### src/rtl/blink_frequency_meter_if.sv
// rtl/blink_frequency_meter_if.sv - stimulus/status bundle between a square-wave source and the meter
interface blink_frequency_meter_if #(
  parameter int NBITS_FOR_COUNTER = 27
);
  logic                         start;
  logic                         sigIn;
  logic [NBITS_FOR_COUNTER-1:0] halfPeriod;
  logic                         valid;
  logic                         inRange;
  logic                         locked;
  logic                         timeout;

  modport master (
    output start, sigIn,
    input  halfPeriod, valid, inRange, locked, timeout
  );

  modport slave (
    input  start, sigIn,
    output halfPeriod, valid, inRange, locked, timeout
  );
endinterface

### src/rtl/blink_frequency_meter.sv
// rtl/blink_frequency_meter.sv - measures the half-period of a looped-back square wave
// and reports in-range, lock and loss-of-signal status.
module blink_frequency_meter #(
  parameter int BASE_CLK          = 50000000,
  parameter int TARGET_FREQUENCY  = 1,
  parameter int MAXIMUM_VALUE     = BASE_CLK / (2 * TARGET_FREQUENCY),
  parameter int TOLERANCE         = 1000,
  parameter int LOCK_COUNT        = 4,
  parameter int TIMEOUT_VALUE     = 100000000,
  parameter int NBITS_FOR_COUNTER = 27
) (
  input  logic                    clk,
  input  logic                    reset,
  blink_frequency_meter_if.slave  bus
);
  localparam int N   = NBITS_FOR_COUNTER;
  localparam int LCW = (LOCK_COUNT < 1) ? 1 : $clog2(LOCK_COUNT + 1);

  localparam logic [N-1:0]   CNT_MAX    = {N{1'b1}};
  localparam logic [N-1:0]   TIMEOUT_M1 = N'(TIMEOUT_VALUE - 1);
  localparam logic [LCW-1:0] LOCK_C     = LCW'(LOCK_COUNT);
  localparam logic [63:0]    HI_BOUND   = 64'(MAXIMUM_VALUE) + 64'(TOLERANCE);
  localparam logic [63:0]    LO_BOUND   = (TOLERANCE > MAXIMUM_VALUE) ? 64'd0
                                          : 64'(MAXIMUM_VALUE - TOLERANCE);

  typedef enum logic [1:0] {
    IDLE      = 2'd0,
    WAIT_EDGE = 2'd1,
    MEASURE   = 2'd2
  } state_t;

  state_t         state_q, state_d;
  logic           s1_q, s2_q, s3_q;
  logic [N-1:0]   cnt_q, cnt_d;
  logic [N-1:0]   half_q, half_d;
  logic           valid_q, valid_d;
  logic           in_range_q, in_range_d;
  logic [LCW-1:0] lock_cnt_q, lock_cnt_d;
  logic           locked_q, locked_d;
  logic           timeout_q, timeout_d;

  logic           sig_edge;
  logic [N-1:0]   cnt_inc;
  logic           meas_ok;

  // Either polarity of the synchronized input marks a half-period boundary.
  assign sig_edge = s2_q ^ s3_q;
  assign cnt_inc  = (cnt_q == CNT_MAX) ? cnt_q : cnt_q + 1'b1;
  assign meas_ok  = (64'(cnt_inc) >= LO_BOUND) && (64'(cnt_inc) <= HI_BOUND);

  always_ff @(posedge clk or negedge reset) begin
    if (!reset) begin
      s1_q <= 1'b0;
      s2_q <= 1'b0;
      s3_q <= 1'b0;
    end else begin
      s1_q <= bus.sigIn;
      s2_q <= s1_q;
      s3_q <= s2_q;
    end
  end

  always_ff @(posedge clk or negedge reset) begin
    if (!reset) begin
      state_q    <= IDLE;
      cnt_q      <= '0;
      half_q     <= '0;
      valid_q    <= 1'b0;
      in_range_q <= 1'b0;
      lock_cnt_q <= '0;
      locked_q   <= 1'b0;
      timeout_q  <= 1'b0;
    end else begin
      state_q    <= state_d;
      cnt_q      <= cnt_d;
      half_q     <= half_d;
      valid_q    <= valid_d;
      in_range_q <= in_range_d;
      lock_cnt_q <= lock_cnt_d;
      locked_q   <= locked_d;
      timeout_q  <= timeout_d;
    end
  end

  always_comb begin
    state_d    = state_q;
    cnt_d      = cnt_q;
    half_d     = half_q;
    valid_d    = 1'b0;
    in_range_d = in_range_q;
    lock_cnt_d = lock_cnt_q;
    locked_d   = locked_q;
    timeout_d  = timeout_q;

    if (!bus.start) begin
      state_d    = IDLE;
      cnt_d      = '0;
      lock_cnt_d = '0;
      locked_d   = 1'b0;
      timeout_d  = 1'b0;
    end else begin
      case (state_q)
        IDLE: begin
          cnt_d   = '0;
          state_d = WAIT_EDGE;
        end

        WAIT_EDGE: begin
          // An edge here (including the one ending a timeout) only arms the measurement.
          if (sig_edge) begin
            cnt_d     = '0;
            timeout_d = 1'b0;
            state_d   = MEASURE;
          end else if (cnt_q == TIMEOUT_M1) begin
            cnt_d      = '0;
            timeout_d  = 1'b1;
            lock_cnt_d = '0;
            locked_d   = 1'b0;
          end else begin
            cnt_d = cnt_inc;
          end
        end

        MEASURE: begin
          // Edge takes priority over the timeout threshold in the same cycle.
          if (sig_edge) begin
            half_d     = cnt_inc;
            valid_d    = 1'b1;
            in_range_d = meas_ok;
            cnt_d      = '0;
            if (meas_ok) begin
              lock_cnt_d = (lock_cnt_q >= LOCK_C) ? LOCK_C : lock_cnt_q + 1'b1;
            end else begin
              lock_cnt_d = '0;
            end
            locked_d = (lock_cnt_d == LOCK_C);
          end else if (cnt_q == TIMEOUT_M1) begin
            cnt_d      = '0;
            timeout_d  = 1'b1;
            lock_cnt_d = '0;
            locked_d   = 1'b0;
            state_d    = WAIT_EDGE;
          end else begin
            cnt_d = cnt_inc;
          end
        end

        default: state_d = IDLE;
      endcase
    end
  end

  assign bus.halfPeriod = half_q;
  assign bus.valid      = valid_q;
  assign bus.inRange    = in_range_q;
  assign bus.locked     = locked_q;
  assign bus.timeout    = timeout_q;
endmodule

### src/flat_wrapper.sv
// flat-port wrapper written by rule: the top's interface ports become plain ports
module blink_frequency_meter_flat 
#(
  parameter int BASE_CLK          = 50000000,
  parameter int TARGET_FREQUENCY  = 1,
  parameter int MAXIMUM_VALUE     = BASE_CLK / (2 * TARGET_FREQUENCY),
  parameter int TOLERANCE         = 1000,
  parameter int LOCK_COUNT        = 4,
  parameter int TIMEOUT_VALUE     = 100000000,
  parameter int NBITS_FOR_COUNTER = 27
)
  (clk, reset, bus_start, bus_sigIn, bus_halfPeriod, bus_valid, bus_inRange, bus_locked, bus_timeout);
  blink_frequency_meter_if #(.NBITS_FOR_COUNTER(NBITS_FOR_COUNTER)) bus_i ();
  input  logic clk;
  input  logic reset;
  input wire logic [$bits(bus_i.start)-1:0] bus_start;
  input wire logic [$bits(bus_i.sigIn)-1:0] bus_sigIn;
  output wire logic [$bits(bus_i.halfPeriod)-1:0] bus_halfPeriod;
  output wire logic [$bits(bus_i.valid)-1:0] bus_valid;
  output wire logic [$bits(bus_i.inRange)-1:0] bus_inRange;
  output wire logic [$bits(bus_i.locked)-1:0] bus_locked;
  output wire logic [$bits(bus_i.timeout)-1:0] bus_timeout;
  assign bus_i.start = bus_start;
  assign bus_i.sigIn = bus_sigIn;
  assign bus_halfPeriod = bus_i.halfPeriod;
  assign bus_valid = bus_i.valid;
  assign bus_inRange = bus_i.inRange;
  assign bus_locked = bus_i.locked;
  assign bus_timeout = bus_i.timeout;
  blink_frequency_meter #(.BASE_CLK(BASE_CLK), .TARGET_FREQUENCY(TARGET_FREQUENCY), .MAXIMUM_VALUE(MAXIMUM_VALUE), .TOLERANCE(TOLERANCE), .LOCK_COUNT(LOCK_COUNT), .TIMEOUT_VALUE(TIMEOUT_VALUE), .NBITS_FOR_COUNTER(NBITS_FOR_COUNTER)) u_core (.clk(clk), .reset(reset), .bus(bus_i));
endmodule
### config.mk
export PLATFORM = sky130hd
export DESIGN_NAME = blink_frequency_meter_flat
export DESIGN_NICKNAME = d
export VERILOG_FILES = /design/src/rtl/blink_frequency_meter_if.sv /design/src/rtl/blink_frequency_meter.sv /design/src/flat_wrapper.sv
export SDC_FILE = /design/constraint.sdc
export NUM_CORES = 1
export LEC_CHECK = 0
export BUFFER_PORTS_ARGS = -buffer_cell sky130_fd_sc_hd__buf_4
export CAP_MARGIN = 5
export CORE_MARGIN = 2
export CORE_UTILIZATION = 25
export CTS_BUF_LIST = sky130_fd_sc_hd__clkbuf_4
export DETAILED_ROUTE_END_ITERATION = 10
export SLEW_MARGIN = 0
export SYNTH_ARGS = -nofsm -noshare
export SYNTH_HDL_FRONTEND = slang
export SYNTH_SLANG_ARGS = --single-unit
### constraint.sdc
create_clock -name clk -period 4.48 [get_ports clk]
set_clock_uncertainty 0.2 [all_clocks]
set_input_delay 0 -clock clk [delete_from_list [all_inputs] [get_ports clk]]
set_output_delay 0 -clock clk [all_outputs]
set_load 0.1 [all_outputs]
Word level (Yosys, flattened, before mapping)
Index checks and enable logic that the tools add are counted.
{ "classes": {"n_addsub": 2, "order_cmp": 3, "n_eq_ne": 11, "n_mux": 33, "bitwise": 1, "n_reduce_logical": 7} }
{ "op_table": {"columns": ["operator", "n"], "rows": [
  ["$mux W27", 4],
  ["$eq A27 B27 Y1 const B", 2],
  ["$pmux W27 S2", 1],
  ["$add A27 B1 Y27 const B", 1],
  ["$ge A27 B25 Y1 const B", 1],
  ["$le A27 B25 Y1 const B", 1],
  ["$mux W3", 9],
  ["$mux W1", 11],
  ["$ne A3 B2 Y1 const B", 3],
  ["$mux W2", 4],
  ["$ne A3 B3 Y1 const B", 2],
  ["$pmux W2 S3", 1],
  ["$pmux W3 S2", 1],
  ["$reduce_and A3 Y1", 2],
  ["$pmux W1 S2", 2],
  ["$reduce_and A2 Y1", 2],
  ["$add A3 B1 Y3 const B", 1],
  ["$eq A3 B3 Y1 const B", 1],
  ["$ge A3 B3 Y1 const B", 1],
  ["$ne A3 B1 Y1 const B", 1],
  ["$eq A2 B1 Y1 const B", 1],
  ["$eq A2 B2 Y1 const B", 1],
  ["$logic_not A2 Y1", 1],
  ["$reduce_or A2 Y1", 1],
  ["other kinds (2)", 2]
]} }
{ "word_totals": {"reg_bits": 66, "in_bits": 4, "output_inout_bits": 31, "word_cells": 68} }

Logic depth before layout (Yosys ltp)
Gate-level depths: netlist of run 1.
{ "depth": {"word_depth": 12, "mapped_depth": 10, "mapped_depth_nobuf": 10} }

Least setup slack after synthesis of run 1
OpenSTA, ideal clock, no wires.
{ "synth_timing": {"kind": "register to register", "startpoint": "reg u_core.cnt_q[0]", "endpoint": "reg u_core.lock_cnt_q[1]", "setup_ps": 129, "t_arrival_ps": 2690, "t_required_ps": 4151, "path_slack_ps": 1461, "path_stages_with_launch": 11, "path_buffers": 0, "synth_period_minus_slack_ps": 3019, "path_cell_list": "dfrtp_1 > ha_1 > nand4_4 > nor2_4 > o311ai_2 > or3_1 > a211oi_1 > nand2b_1 > o31a_1 > o221ai_2 > o32ai_1"} }
{ "synth_between": {"elab_chain_cells": 11, "word_cells_on_any_way": 16, "cone_classes": "1 x add/sub; 2 x order compare; 2 x eq/ne; 10 x mux; 1 x reduce/logical"} }
{ "synth_lines": {"columns": ["element", "line_no", "source"], "rows": [
  ["start: declaration", "blink_frequency_meter.sv:34", "logic [N-1:0] cnt_q, cnt_d;"],
  ["start signal: assignment", "blink_frequency_meter.sv:75", "cnt_q <= cnt_d;"],
  ["$add A27 B1 Y27 or $eq A27 B27 Y1 (tied branches)", "blink_frequency_meter.sv:48", "assign cnt_inc = (cnt_q == CNT_MAX) ? cnt_q : cnt_q + 1'b1;"],
  ["$mux W27", "blink_frequency_meter.sv:48", null],
  ["$ge A27 B25 Y1 or $le A27 B25 Y1 (tied branches)", "blink_frequency_meter.sv:49", "assign meas_ok = (64'(cnt_inc) >= LO_BOUND) && (64'(cnt_inc) <= HI_BOUND);"],
  ["$logic_and A1 B1 Y1", "blink_frequency_meter.sv:49", null],
  ["$mux W3", "blink_frequency_meter.sv:131", "if (meas_ok) begin"],
  ["$mux W3", "blink_frequency_meter.sv:126", "if (sig_edge) begin"],
  ["$mux W3", "blink_frequency_meter.sv:102", "case (state_q)"],
  ["$mux W3", "blink_frequency_meter.sv:95", "if (!bus.start) begin"],
  ["$mux W3", "blink_frequency_meter.sv:126", null],
  ["$pmux W3 S2 *", "blink_frequency_meter.sv:102", null],
  ["$mux W3 *", "blink_frequency_meter.sv:95", null],
  ["end signal: assignment", "blink_frequency_meter.sv:79", "lock_cnt_q <= lock_cnt_d;"],
  ["end: declaration", "blink_frequency_meter.sv:38", "logic [LCW-1:0] lock_cnt_q, lock_cnt_d;"]
]} }
Mark *: on every way between the ends. The rest lies on a longest branch, timed or not. The select of a mux whose other input is x is not followed.
A chain may end at the register's enable or synchronous reset.

Final worst setup path of run 1
{ "layout_timing": {"startpoint": "reg u_core.cnt_q[0]", "endpoint": "reg u_core.lock_cnt_q[0]"} }
The elaborated chain is that of the path after synthesis.

==> results of run 1 <==
==> critical path, stage by stage (launching register included) <==
cell	delay (ns)
dfrtp_1	0.48
ha_1	0.33
nand4_4	0.20
nor4_4	0.56
a21boi_0	0.21
nor3_1	0.45
o21bai_1	0.19
a311oi_1	0.29
o31a_1	0.22
o221ai_2	0.15
o31ai_1	0.26
==> stage by stage <==
| step | total power [mW] | area (sq um) | utilization, % | setup WS, ns |
|---|---|---|---|---|
| 4_1_cts | 1.352 | 4627 | 29.45 | 0.7961 |
| 3_3_place_gp | 0.8862 | 4437 | 28.24 | 0.8570 |
| 3_5_place_dp | 0.8906 | 4437 | 28.24 | 0.7952 |
| 6_report | 1.327 | 4627 | 29.45 | 0.8593 |
| 2_1_floorplan | 0.8097 | 3989 | - | 1.461 |
| 5_1_grt | 1.398 | 4627 | 29.45 | 0.5128 |
==> state kept, by name (all words and copies together), names as in the netlist <==
signal,flops
u_core.bus.halfPeriod,27
u_core.bus.inRange,1
u_core.bus.locked,1
u_core.bus.timeout,1
u_core.bus.valid,1
u_core.cnt_q,27
u_core.lock_cnt_q,3
u_core.s1_q,1
u_core.s2_q,1
u_core.s3_q,1
u_core.state_q,2
==> kinds of logic (layout without fill, tap and decap cells) <==
| group | Yosys count | count (layout) | synth area share, % |
|---|---|---|---|
| and+or+nand+nor | 179 | 179 | 26.10 |
| DFF | 66 | 66 | 41.41 |
| adders and majority gates | 6 | 6 | 1.882 |
| muxes | 5 | 5 | 1.349 |
| xor gates and xnor gates | 21 | 21 | 4.611 |
| AOI/OAI and AO/OA | 121 | 121 | 20.83 |
| buffers and inverters | 33 | 67 | 3.827 |
==> routing by layer <==
metal / global-route usage, % / up-vias / routed length (microns)
li1: - / 1635 / -
met4: 4.934 / 0 / 232
met3: 3.731 / 20 / 607
met1: 16.61 / 1635 / 4769
met5: 0 / - / 0
met2: 21.84 / 88 / 5087
==> area by class of cell <==
type / count / area share [%]
clock buffer: 11 / 1.785
clock inverter: 4 / 1.460
inverter: 11 / 0.8924
multi-input combinational: 332 / 47.46
sequential: 66 / 35.69
tap: 216 / 5.841
timing repair buffer: 41 / 6.869
==> placed cells by master, fill, tap and decap left out, types with 11 or more instances in the layout <==
cell / n
nand2_1: 68
dfrtp_1: 66
o21ai_0: 52
buf_4: 37
nor2_1: 22
xnor2_1: 17
nand3_1: 14
a21oi_1: 13
inv_1: 11
clkbuf_4: 11
==> power breakdown <==
group	switching (mW)	leakage, nW	internal (mW)
clock network	0.214	0.0820	0.232
logic	0.186	0.922	0.0676
registers	0.0140	0.912	0.613
==> what timing repair did <==
action	CTS	global route
hold buffers	4	0
hold endpoints to repair	97	0
resized for setup	0	0
==> path summary, 6_finish.rpt <==
| path | start | end | slack, ns | cells past startpoint |
|---|---|---|---|---|
| min in group clk | u_core.s1_q | u_core.s2_q | 0.16 | 0 |
| worst max register to register | u_core.cnt_q[0] | u_core.lock_cnt_q[0] | 0.86 | 10 |
| worst max-delay path | u_core.cnt_q[0] | u_core.lock_cnt_q[0] | 0.86 | 10 |
| max in group asynchronous | reset | u_core.cnt_q[10] | 3.47 | 2 |
| worst min-delay path | reset | u_core.bus.halfPeriod[12] | -0.007 | 2 |
| worst min register to register | u_core.s1_q | u_core.s2_q | 0.16 | 0 |
==> results.sh, run 1 <==
export IMPL_post_cts_buffers=0
export IMPL_multi_input_area_sq_um=2196
export IMPL_ys_async_sr_fraction_pct=100.0
export IMPL_synth_area_sq_um=3989
export IMPL_die_w_microns=130.3
export IMPL_synth_seq_cells=66
export IMPL_routed_wl_microns=10700
export IMPL_relSlewSlack_pct=22.30
export IMPL_yosysTopAreaCellShare_pct=41.41
export IMPL_antenna_left=0
export IMPL_worstPathRequired_ns=4.63
export IMPL_area_delta_synth_final_pct=16.00
export IMPL_num_antenna_cells=0
export IMPL_arrival_ns=3.77
export IMPL_clock_path_buffers=2
export IMPL_post_dp_hpwl_microns=7717
export IMPL_synthesis_nets=441
export IMPL_drt_iter0_drc=202
export IMPL_drv_cap=0
export IMPL_num_io_pins=35
export IMPL_crit_fanout=8
export IMPL_num_vias=3378
export IMPL_rsz0062_at_grt="no"
export IMPL_worst_pin_slew_ns=1.164
export IMPL_hp_class="in -> async"
export IMPL_synthDistinctLibCells=78
export IMPL_syn_inst=431
export IMPL_setup_violations=0
export IMPL_wl_per_cell_microns=15.71
export IMPL_fin_nets=471
export IMPL_final_cells=681
export IMPL_dp_cells=662
export IMPL_hold_viol_final=4
export IMPL_min_period_ns=3.621
export IMPL_powerDensity_nw_per_um2=286.8
export IMPL_design_core_area_sq_um=15710
export IMPL_path_clk_slew_ns=0.11
export IMPL_netlist_top_cells_area="dfrtp_1, o21ai_0, nand2_1"
export IMPL_grt_pass1_wl_microns=17370
export IMPL_yosysMostFrequentCell="nand2_1"
export IMPL_io_buffers=34
export IMPL_gp_congestion=0.9007
export IMPL_drv_slew=0
export IMPL_root_buffer="clkbuf_4"
export IMPL_yosysWarnings=0
export IMPL_drc_errors=0
export IMPL_cts_buffers=9
export IMPL_criticalPathCategory="reg -> reg"
export IMPL_synth_seq_area_share_pct=41.41
export IMPL_grt_pass1_vias=3334
export IMPL_hold_slack_ns=-0.007200
export IMPL_cts_tree="done"
export IMPL_synth_avg_cell_area_sq_um=9.255
export IMPL_worstSetupStartpointType="flop"
export IMPL_antenna_found_initial=0
export IMPL_violations="negative hold slack"
export IMPL_end_kind="flop"
export IMPL_total_leakage_power_nw=1.916
export IMPL_grt_overflow=0
export IMPL_fill_cells=1678
export IMPL_start_util_pct=25.39
export IMPL_die_area_sq_um=16980
export IMPL_status="complete, but fails checks"
export IMPL_die_h_microns=130.3
export IMPL_ir_drop_mv=0.2335
export IMPL_insertion_delay_ns=0.45
export IMPL_synth_area_leader_cell="dfrtp_1"
export IMPL_grt_use_total_pct=13.27
export IMPL_tns_ns=0
export IMPL_h_tree_depth=3
export IMPL_layout_drive_gt1_share_pct=18.28
export IMPL_clock_fmax_mhz=276.2
export IMPL_finalCritPeriodShare_pct=80.82
export IMPL_rows=46
export IMPL_grt_max_degree=67
export IMPL_cts_sinks=66
export IMPL_synth_top_flop_cell="dfrtp_1"
export IMPL_synth_common_cells="nand2_1, dfrtp_1, o21ai_0"
export IMPL_drt_pass1_iter_count=4
export IMPL_synth_edf_count=0
export IMPL_regArea_sq_um=1652
export IMPL_via_per_inst=4.960
Power figures use the tool's default switching activity.
==> run 2, diff against run 1 <==
==> constraint.sdc (replaced) <==
create_clock -name clk -period 3.7 [get_ports clk]
set_clock_uncertainty 0.2 [all_clocks]
set_input_delay 0 -clock clk [delete_from_list [all_inputs] [get_ports clk]]
set_output_delay 0 -clock clk [all_outputs]
set_load 0.1 [all_outputs]
==> results.sh, run 2 (synthesis gave the netlist of run 1 again) <==
export IMPL_grt_overflow=0
export IMPL_setup_worst_path_start="u_core.cnt_q[0]"
export IMPL_grt_pass1_wl_microns=17700
export IMPL_worst_pin_slew_ns=0.8621
export IMPL_design_core_area_sq_um=15710
export IMPL_start_util_pct=25.39
export IMPL_relSlewSlack_pct=42.53
export IMPL_cts_buffers=9
export IMPL_worstPathRequired_ns=3.86
export IMPL_post_cts_buffers=0
export IMPL_path_clk_slew_ns=0.12
export IMPL_drc_errors=0
export IMPL_rrSetupSlack_ns=0.26
export IMPL_mostFrequentLayoutCells="nand2_1, dfrtp_1, o21ai_0"
export IMPL_post_dp_hpwl_microns=7943
export IMPL_fin_ws_ns=0.2638
export IMPL_fill_cells=1674
export IMPL_root_buffer="clkbuf_4"
export IMPL_fin_nets=479
export IMPL_status="complete, but fails checks"
export IMPL_die_w_microns=130.3
export IMPL_finalPower_mw=1.554
export IMPL_min_period_ns=3.436
export IMPL_critPathSlowestCell="dfrtp_1"
export IMPL_critical_path_top_delay_family="compound AO/OA/AOI/OAI gates"
export IMPL_grt_met1_usage_pct=17.54
export IMPL_die_h_microns=130.3
export IMPL_drt_iter0_drc=224
export IMPL_total_leakage_power_nw=1.947
export IMPL_wl_per_cell_microns=15.74
export IMPL_drv_slew=0
export IMPL_arrival_ns=3.59
export IMPL_grt_util_met3_pct=3.608
export IMPL_hold_viol_final=9
export IMPL_via_per_inst=4.925
export IMPL_io_buffers=34
export IMPL_criticalPathCategory="reg -> reg"
export IMPL_grt_util_met2_pct=22.08
export IMPL_gr_max_usage_layer="met2"
export IMPL_num_vias=3398
export IMPL_hp_class="in -> async"
export IMPL_grt_max_degree=67
export IMPL_drt_pass1_iter_count=4
export IMPL_grt_pass1_vias=3343
export IMPL_drv_cap=0
export IMPL_clock_fmax_mhz=291.0
export IMPL_ir_drop_mv=0.2309
export IMPL_antenna_left=0
export IMPL_endpoint="u_core.lock_cnt_q[0]"
export IMPL_worst_r2r_path_depth=10
export IMPL_powerDensity_nw_per_um2=332.6
export IMPL_setup_violations=0
export IMPL_path_depth=10
export IMPL_crit_buf_inv=0
export IMPL_h_tree_depth=3
export IMPL_antenna_found_initial=0
export IMPL_timing_rr_end="u_core.lock_cnt_q[0]"
export IMPL_insertion_delay_ns=0.46
export IMPL_cp_slowest_stage_delay_ns=0.49
export IMPL_timing_rr_start="u_core.cnt_q[0]"
export IMPL_tns_ns=0
export IMPL_hold_slack_ns=-0.01678
export IMPL_num_io_pins=35
export IMPL_post_place_ws_ns=0.06316
export IMPL_clock_path_buffers=2
export IMPL_num_antenna_cells=0
export IMPL_worstSetupStartpointType="flop"
export IMPL_cts_sinks=66
export IMPL_rows=46
export IMPL_finalCritPeriodShare_pct=92.87
export IMPL_violations="negative hold slack"
export IMPL_cts_tree="done"
export IMPL_gp_congestion=0.9014
export IMPL_routed_wl_microns=10860
export IMPL_end_kind="flop"
export IMPL_die_area_sq_um=16980
export IMPL_crit_chain="ha_2 -> nand4_4 -> nor4_4 -> a21boi_0 -> nor3_1 -> o21bai_1 -> a311oi_1 -> o31a_1 -> o221ai_2 -> o31ai_1"
export IMPL_crit_fanout=8
export IMPL_layout_commonest_cell="nand2_1"
export IMPL_rsz0062_at_grt="no"
export IMPL_grt_use_total_pct=13.53
export IMPL_layout_drive_gt1_share_pct=20.46
export IMPL_area_delta_synth_final_pct=17.13
[run 2: cell types whose count changed in the layout (fill, tap and decap cells not counted), sizes merged]
cell,previous run,this run
bufinv,2,1
buf,37,45
clkinv,2,3
clkbuf,11,12
[run 2: worst min path at each step]
stage / to / slack [ns] / cells after the start
2_1_floorplan: u_core.bus.halfPeriod[0] / -0.50 / 0
3_3_place_gp: u_core.s1_q / -0.09 / 1
3_5_place_dp: u_core.s1_q / -0.09 / 1
4_1_cts: u_core.bus.halfPeriod[14] / 0.02 / 2
5_1_grt: u_core.bus.halfPeriod[14] / 0.05 / 2
6_report: u_core.bus.halfPeriod[14] / -0.02 / 2
[run 2: through the flow]
step           utilization, %  cell area [sq um]  cells
2_1_floorplan               -               3989    431
3_5_place_dp            28.58               4491    670
5_1_grt                 29.73               4672    690
6_report                29.73               4672    690
3_3_place_gp            28.58               4491    670
4_1_cts                 29.68               4663    690
[run 2: area by class of cell]
class,instances,area (sq um),area share (%)
Multi-Input combinational cell,332,2198,47.05
Clock buffer,12,90.09,1.928
Tap cell,216,270.3,5.785
Sequential cell,66,1652,35.35
Inverter,11,41.29,0.8838
Clock inverter,4,42.54,0.9106
Timing Repair Buffer,49,377.9,8.088
[run 2: repair_timing]
item | in CTS | in global routing
setup endpoints to repair | 0 | 5
resized for setup | 0 | 3
hold endpoints to repair | 83 | 0
hold buffers | 4 | 0
[run 2: power breakdown]
| group | internal (mW) | leakage, nW | switching (mW) |
|---|---|---|---|
| Sequential | 0.742 | 0.912 | 0.0167 |
| Combinational | 0.0824 | 0.959 | 0.219 |
| Clock | 0.224 | 0.0764 | 0.270 |
| Total | 1.05 | 1.95 | 0.506 |
[run 2: per-layer routing]
metal | vias up | share of wire [%]
met5 | - | 0
met4 | 0 | 1.4
met3 | 12 | 3.9
met2 | 60 | 48
met1 | 1674 | 46
li1 | 1652 | -
[run 2: worst register-to-register path, cell delays in order, from the launching register on]
cell and delay [ns]:
dfrtp_1 0.49, ha_2 0.30, nand4_4 0.19, nor4_4 0.41, a21boi_0 0.20, nor3_1 0.44, o21bai_1 0.19, a311oi_1 0.28
o31a_1 0.22, o221ai_2 0.15, o31ai_1 0.27
